--- config.mk ---
export PLATFORM = sky130hd
export DESIGN_NAME = main_mem_ctrl
export DESIGN_NICKNAME = d
export VERILOG_FILES = /design/src/rtl/main_mem_ctrl.sv
export SDC_FILE = /design/constraint.sdc
export NUM_CORES = 2
export LEC_CHECK = 0
export BUFFER_PORTS_ARGS = -buffer_cell sky130_fd_sc_hd__buf_2
export CORE_MARGIN = 2
export CORE_UTILIZATION = 65
export CTS_BUF_LIST = sky130_fd_sc_hd__clkbuf_4 sky130_fd_sc_hd__clkbuf_8
export DETAILED_ROUTE_END_ITERATION = 8
export GPL_TIMING_DRIVEN = 0
export PLACE_DENSITY_LB_ADDON = 0.15
export SYNTH_ARGS = -nofsm -noshare
export SYNTH_HDL_FRONTEND = slang
export SYNTH_MEMORY_MAX_BITS = 65536
export SYNTH_SLANG_ARGS = --single-unit
--- constraint.sdc ---
create_clock -name Clk -period 38.4 [get_ports Clk]
set_input_delay 7.68 -clock Clk [delete_from_list [all_inputs] [get_ports Clk]]
set_output_delay 7.68 -clock Clk [all_outputs]
set_load 0.01 [all_outputs]
--- src/rtl/main_mem_ctrl.sv ---
`default_nettype none
// ============================================================================
// Module   : main_mem_ctrl
// Purpose  : Main-memory controller on the shared 16-bit execution-engine bus.
//            It responds when address[15:12] == SEL_ID and holds DEPTH rows of
//            DATA_W bits. Writes are lane-masked in LANE_W-bit lanes. Reads go
//            through a fixed READ_LAT-cycle pipeline and end in a MemValid
//            strobe. Every reset starts a clear sequence that zeroes all rows,
//            and Busy stays high until that sequence finishes.
// Option   : MAIN_MEM_FWD_EN - when defined, a read and a write to the same
//            row in the same cycle return the merged new row. When undefined,
//            such a read returns the row as it was before the write.
// Ports    : Clk         in   clock, rising edge
//            nReset      in   synchronous active-low reset
//            address     in   [15:12] block select, [11:0] row index
//            nRead       in   active-low read request
//            nWrite      in   active-low write request
//            ExeDataOut  in   write data (DATA_W)
//            LaneMask    in   per-lane write enables (DATA_W/LANE_W)
//            MemDataOut  out  read data, held between reads
//            MemValid    out  one-cycle strobe marking new MemDataOut
//            Busy        out  high during reset and the clear sequence
//            AddrErr     out  sticky out-of-range flag, cleared by reset
// Revision : 1.0 - initial release
// ============================================================================
module main_mem_ctrl #(
    parameter int         DATA_W   = 256,
    parameter int         LANE_W   = 16,
    parameter int         DEPTH    = 16,
    parameter logic [3:0] SEL_ID   = 4'd0,
    parameter int         READ_LAT = 2
) (
    input  logic                       Clk,
    input  logic                       nReset,
    input  logic [15:0]                address,
    input  logic                       nRead,
    input  logic                       nWrite,
    input  logic [DATA_W-1:0]          ExeDataOut,
    input  logic [DATA_W/LANE_W-1:0]   LaneMask,
    output logic [DATA_W-1:0]          MemDataOut,
    output logic                       MemValid,
    output logic                       Busy,
    output logic                       AddrErr
);

    localparam int c_NLANE = DATA_W / LANE_W;
    localparam int c_AW    = (DEPTH > 1) ? $clog2(DEPTH) : 1;

    typedef enum logic [0:0] {
        S_INIT = 1'b0,
        S_RUN  = 1'b1
    } state_t;

    state_t              r_state;
    state_t              w_state_nxt;
    logic [c_AW-1:0]     r_cnt;
    logic [DATA_W-1:0]   r_mem       [DEPTH];
    logic [DATA_W-1:0]   r_pipe_data [READ_LAT];
    logic [READ_LAT-1:0] r_pipe_vld;
    logic [DATA_W-1:0]   r_data_out;
    logic                r_valid;
    logic                r_addr_err;

    logic                w_busy;
    logic                w_sel;
    logic                w_rd;
    logic                w_wr;
    logic                w_in_range;
    logic                w_last;
    logic [c_AW-1:0]     w_row;
    logic [DATA_W-1:0]   w_row_data;
    logic [DATA_W-1:0]   w_merged;
    logic [DATA_W-1:0]   w_rd_data;

    // Request decode. Requests are only honoured in RUN.
    assign w_sel      = (address[15:12] == SEL_ID);
    assign w_rd       = ~nRead  & w_sel & (r_state == S_RUN);
    assign w_wr       = ~nWrite & w_sel & (r_state == S_RUN);
    assign w_in_range = (32'(address[11:0]) < 32'(DEPTH));
    assign w_row      = address[c_AW-1:0];
    assign w_last     = (32'(r_cnt) == 32'(DEPTH - 1));

    // Out-of-range rows read as zero and never index the array.
    assign w_row_data = w_in_range ? r_mem[w_row] : '0;

    // Row after applying the lane-masked write data.
    always_comb begin
        w_merged = w_row_data;
        for (int i = 0; i < c_NLANE; i++) begin
            if (LaneMask[i]) begin
                w_merged[i*LANE_W +: LANE_W] = ExeDataOut[i*LANE_W +: LANE_W];
            end
        end
    end

`ifdef MAIN_MEM_FWD_EN
    // A same-cycle write is forwarded into the read path.
    assign w_rd_data = (w_wr && w_in_range) ? w_merged : w_row_data;
`else
    // Read-before-write: the read sees the row as it was before this edge.
    assign w_rd_data = w_row_data;
`endif

    // FSM state register and clear counter.
    always_ff @(posedge Clk) begin
        if (!nReset) begin
            r_state <= S_INIT;
            r_cnt   <= '0;
        end else begin
            r_state <= w_state_nxt;
            if (r_state == S_INIT) begin
                r_cnt <= r_cnt + 1'b1;
            end
        end
    end

    // FSM next state. INIT leaves on the edge that clears the last row.
    always_comb begin
        w_state_nxt = r_state;
        w_busy      = 1'b0;
        case (r_state)
            S_INIT: begin
                w_busy = 1'b1;
                if (w_last) begin
                    w_state_nxt = S_RUN;
                end
            end
            S_RUN: begin
                w_state_nxt = S_RUN;
            end
            default: begin
                w_state_nxt = S_INIT;
                w_busy      = 1'b1;
            end
        endcase
    end

    // Storage. A write on a reset edge is dropped. Out-of-range writes are
    // dropped as well.
    always_ff @(posedge Clk) begin
        if (nReset) begin
            if (r_state == S_INIT) begin
                r_mem[r_cnt] <= '0;
            end else if (w_wr && w_in_range) begin
                r_mem[w_row] <= w_merged;
            end
        end
    end

    // Read pipeline, output register and error flag. Reset discards
    // in-flight reads.
    always_ff @(posedge Clk) begin
        if (!nReset) begin
            r_pipe_vld <= '0;
            for (int i = 0; i < READ_LAT; i++) begin
                r_pipe_data[i] <= '0;
            end
            r_data_out <= '0;
            r_valid    <= 1'b0;
            r_addr_err <= 1'b0;
        end else begin
            r_pipe_vld[0]  <= w_rd;
            r_pipe_data[0] <= w_rd_data;
            for (int i = 1; i < READ_LAT; i++) begin
                r_pipe_vld[i]  <= r_pipe_vld[i-1];
                r_pipe_data[i] <= r_pipe_data[i-1];
            end
            r_valid <= r_pipe_vld[READ_LAT-1];
            if (r_pipe_vld[READ_LAT-1]) begin
                r_data_out <= r_pipe_data[READ_LAT-1];
            end
            if ((w_rd || w_wr) && !w_in_range) begin
                r_addr_err <= 1'b1;
            end
        end
    end

    assign MemDataOut = r_data_out;
    assign MemValid   = r_valid;
    assign Busy       = w_busy;
    assign AddrErr    = r_addr_err;

endmodule
`default_nettype wire

* After elaboration in Yosys (flattened, before gate mapping)
Memory sizes are Yosys's and may differ from the RTL's. A register that Yosys moved wholly into a read port is not among the register bits.
Cells that the tools add are included.
** Storage, ports and cells
- Bits in registers :: 9
- Memories :: 2
- Bits in writable memories :: 4608
- Logic and storage cells :: 59
- Bits of input ports :: 292
- Output and inout port bits :: 259
** Operators by class
- Eq/ne operators :: 1
- Reductions and logical operators :: 7
- Bitwise logic cells :: 9
- Muxes and demuxes :: 33
- Magnitude comparators :: 1
- Add/subtract/negate cells :: 1
** Memory list
- r_mem :: words 16, width 256, rd ports 1, clocked after memory_dff 0, write ports 1, RTL line 57 : logic [DATA_W-1:0] r_mem [DEPTH];
- r_pipe_data :: words 2, width 256, rd ports 2, clocked after memory_dff 1, write ports 2, RTL line 58 : logic [DATA_W-1:0] r_pipe_data [READ_LAT];
** Operators by type and width (count)
- $mux 256 :: 4
- $mux 16 :: 16
- $reduce_or 256->1 :: 1
- $lt 12x5->1 const B :: 1
- $mux 1 :: 11
- $add 4x1->4 const B :: 1
- $and 1x1->1 :: 4
- $eq 4x4->1 const B :: 1
- $logic_not 4->1 :: 1
- $mux 4 :: 1
- $not 1->1 :: 3
- $logic_and 1x1->1 :: 2
- $logic_not 1->1 :: 2
- $or 1x1->1 :: 2
- $pmux 1 s2 :: 1
- $logic_or 1x1->1 :: 1

* Logic depth before layout (Yosys ltp)
- Word-level depth :: 10
- Gate-level depth with buffers :: 8
- Gate-level depth less buffers :: 4

* Least setup slack after synthesis
No wires, ideal clock.
- Path type :: input to register
- Start :: input port address[7]
- End :: memory r_mem[8][0], enable pin
- Cell stages on the path :: 4
- Data required time :: 37.214 ns
- Slack :: 10.666 ns
- Buffers on the path :: 0
- Arrival :: 26.547 ns
- Setup time :: 1.186 ns
- Path through :: or4_1 -> nor4_4 -> mux2_2 -> nor3_1
** Between the ends
- Longest elaborated chain between the ends :: 8
- Elaborated cells on any way between the ends :: 9
- Those cells by class :: order compare: 1; mux: 6; reduce/logical: 2
** RTL lines
- start, declared :: RTL line 35 : input logic [15:0] address,
- $lt 12x5->1 (*) :: RTL line 79 : assign w_in_range = (32'(address[11:0]) < 32'(DEPTH));
- $logic_and 1x1->1 (*) :: RTL line 144 : end else if (w_wr && w_in_range) begin
- $mux 1 (*) :: RTL line 144
- $mux 1 (*) :: RTL line 142 : if (r_state == S_INIT) begin
- $mux 1 (*) :: RTL line 141 : if (nReset) begin
- $mux 1 (implied by the code) (*) :: RTL line 145 : r_mem[w_row] <= w_merged;
- $reduce_or 256->1 (no line)
- $mux 4 (no line) or $mux 1 (tied branches)
- end, declared :: RTL line 57
Every way passes the cells marked *; elsewhere a longest branch is shown, timed or not.

* Final worst setup path
- Start :: input port address[7]
- End :: memory r_mem[6][92] (data pin)
** Between the ends
- Longest elaborated chain between the ends :: 8
- Elaborated cells on any way between the ends :: 10
- Those cells by class :: order compare: 1; mux: 7; reduce/logical: 2
** RTL lines (RTL line)
- $lt 12x5->1 (*) :: 79
- $logic_and 1x1->1 :: 144
- $mux 1 :: 144
- $mux 1 :: 142
- $mux 1 :: 141
- $mux 1 (implied by the code) :: 145
- $reduce_or 256->1 (no line)
- $mux 256 (no line) (*)
Marked as above.

==> results.toml <==
[floorplan]
die_x_um = 532
core_area_sq_mm = 0.277
start_util = 0.655
rows = 193
io_pins = 551
die_h_um = 532
die-area_sq_mm = 0.283

[critical_path]
path_buf_inv = 3
critical_path_depth = 7
r2r_slack_ns = 33.29
r2r_start = "r_state"
critPathSlowestCell = "a21oi_1"
reg2regPathDepth = 11
critical_path_class = "input port to flip-flop"
cpPeakStageDelay_ns = 0.97
required_ns = 39.24
r2r_end = "r_mem[11][129]"
end_kind = "flip-flop"
cp_top_family = "simple AND/OR/NAND/NOR gates"
cp-start-kind = "input port"
crit_chain = "buf_2 -> or4_1 -> nor2_1 -> nand4b_1 -> clkbuf_2 -> clkbuf_1 -> a21oi_1"
arrival_ns = 12.39
path_max_fanout = 16

[placement]
gp_congestion = 0.824
post-place-cells = 13676
hpwl_um = 328000
io_buffers = 547
placed_area_sq_mm = 0.196

[logic_synthesis]
synth.distinct_cells = 35
syn_avg_cell_area_sq_um = 20.5
mappedNetlistNets = 9121
synth-seq-cells = 4873
netlist_instances = 8828
synth_top_area_cell = "edfxtp_1"
yosys_warnings = 0
synth_area_sq_mm = 0.181
synth_top_area_frac = 0.678
yosys-top-cells-area = "edfxtp_1 (68%), mux4_2 (13%), dfxtp_1 (8.6%), a22o_1 (2.5%), mux2i_1 (1.4%)"
synth-seq-area-share = 0.764

[finish]
final_common_cell = "edfxtp_1"
layout_common_cells = "edfxtp_1 (4096), mux4_2 (1024), clkbuf_8 (828), dfxtp_1 (777), buf_2 (665)"
area_growth_pct = 16.4
drive_gt1_frac = 0.315
design_area_sq_mm = 0.211
final_cells = 15073
nets = 11006

[detailed_routing]
wl_um = 487000
first_iter_violations = 14682
viasPerCell = 6.62
vias = 99735
antenna_left = 0
drc_errors = 0
first_pass_iters = 6
wl_per_cell_um = 32.3

[sta]
fin_crit_ns = 11.55
rsz0062_at_grt = "false"
slew_violations = 11
fin_hold_ws_ns = 0.409
clock-skew-final_ns = 0.0780
tns_ns = 0
max_freq_mhz = 86.6
post-route-period-util = 0.301
worstMarginPinSlew_ns = 1.59
relSlewSlack = -0.0578
finalHoldViolations = 0
setup_violations = 0

[power_and_ir_drop]
ir_worst_vdd_mv = 0.0395
p_total_w = 0.0105
power.density_mw_per_mm2 = 49.8
p_leak_nw = 83.6

[hold_path]
min_to = "r_pipe_data[1][211]"
holdCritStartpoint = "r_pipe_data[0][211]"
hp-class = "flip-flop to flip-flop"
hold-path-cell-count = 1

[global_route]
antenna_found_initial = 38
grt_overflow = 0
grt_pass1_vias = 100273
grt_pass1_wl_um = 690000
grt_max_degree = 17
track_usage = 0.341

[clocking]
insertion_delay_ns = 1.23
path_clk_slew_ns = 0.06
numClockSinks = 4873
max-clock-path-buffers = 4
htree_num_levels = 6
postCtsSetupRepairBufs = 0
cts-resized-gates = 0
cts_root_buf = "clkbuf_8"
numCtsBuffers = 738
tritoncts = "built"
cts_hold_buf = 0

[run]
maxCapViolCount = 1

[run_status]
violations = "max-capacitance violations, max-slew violations"
status = "complete, but fails checks"
report_power, final:
group / total, W / switching, W / internal [W]
Sequential: 0.00572 / 0.0000120 / 0.00571
Combinational: 0.000414 / 0.000267 / 0.000147
Clock: 0.00437 / 0.00201 / 0.00237
final cells by class:
class                      instances  area, sq um
clock inverter                   259         1810
timing repair buffer            1145         9670
clock buffer                    1109        13500
antenna                           27         67.6
inverter                           3         11.3
fill                           14804        65900
multi-input combinational       3388        40500
sequential                      4873       139000
buffer                           564         2320
tap                             3705         4640
cells in the mapped netlist:
cell	n
edfxtp_1	4096
mux4_2	1024
dfxtp_1	777
a22o_1	512
clkbuf_1	395
and2_1	262
mux2i_1	259
nand2_1	259
nor2b_1	259
a21oi_1	256
o211a_1	256
o21bai_1	256
buf_2	118
buf_1	47
nor3_1	17
a31oi_1	4
buf_4	4
inv_1	3
nor2_1	3
xnor2_1	3
mux2_2	2
nor4bb_1	2
or4_1	2
a21boi_0	1
and3b_1	1
and4_1	1
ha_1	1
nand3_1	1
nand4_1	1
nand4b_1	1
nor4_4	1
nor4b_1	1
o21a_1	1
or3b_1	1
or4b_1	1
registers in the layout, summed over array words and instances (netlist names):
signal	flops
AddrErr	1
MemDataOut	256
MemValid	1
r_cnt	4
r_mem	4096
r_pipe_data	512
r_pipe_vld	2
r_state	1
layer usage:
metal,vias to the layer above,track usage,routed length [um]
li1,40105,-,-
met1,51123,0.468,174000
met5,-,0,140
met4,20,0.149,23900
met3,1188,0.0903,61400
met2,7299,0.524,228000
cells by family after synthesis:
kind of cell,after synthesis,share of synthesized area
AND/OR/NAND/NOR,813,0.0245
flip-flops,4873,0.764
multiplexers,1285,0.142
adder cells (fa/ha/maj),1,0.0000690
AO/OA/AOI/OAI,1286,0.0568
buffers and inverters,567,0.0126
XOR/XNOR,3,0.000145
metrics by stage:
stage               worst slack, ns   util
detailed placement            25.71  0.707
finish                        26.85  0.762
global placement             -12.76  0.681
global route                  26.83  0.762
floorplan                     10.67      -
CTS                           26.94  0.762
worst max-delay path by stage:
stage,from,to,slack [ns]
2_1_floorplan,address[7],r_mem[8][0],10.67
3_3_place_gp,address[0],r_mem[13][131],-12.76
3_5_place_dp,address[7],r_mem[14][85],25.71
4_1_cts,address[7],r_mem[6][92],26.94
5_1_grt,address[7],r_mem[2][92],26.83
6_report,address[7],r_mem[6][92],26.85
worst register-to-register path, delay by kind of cell (launching register included):
| kind | cells | cell delay (ns) |
|---|---|---|
| flops | 1 | 0.31 |
| simple gates | 3 | 2.30 |
| buf+inv | 7 | 1.62 |
| mux | 1 | 0.53 |
No activity file was read; power rests on OpenSTA's default activity.
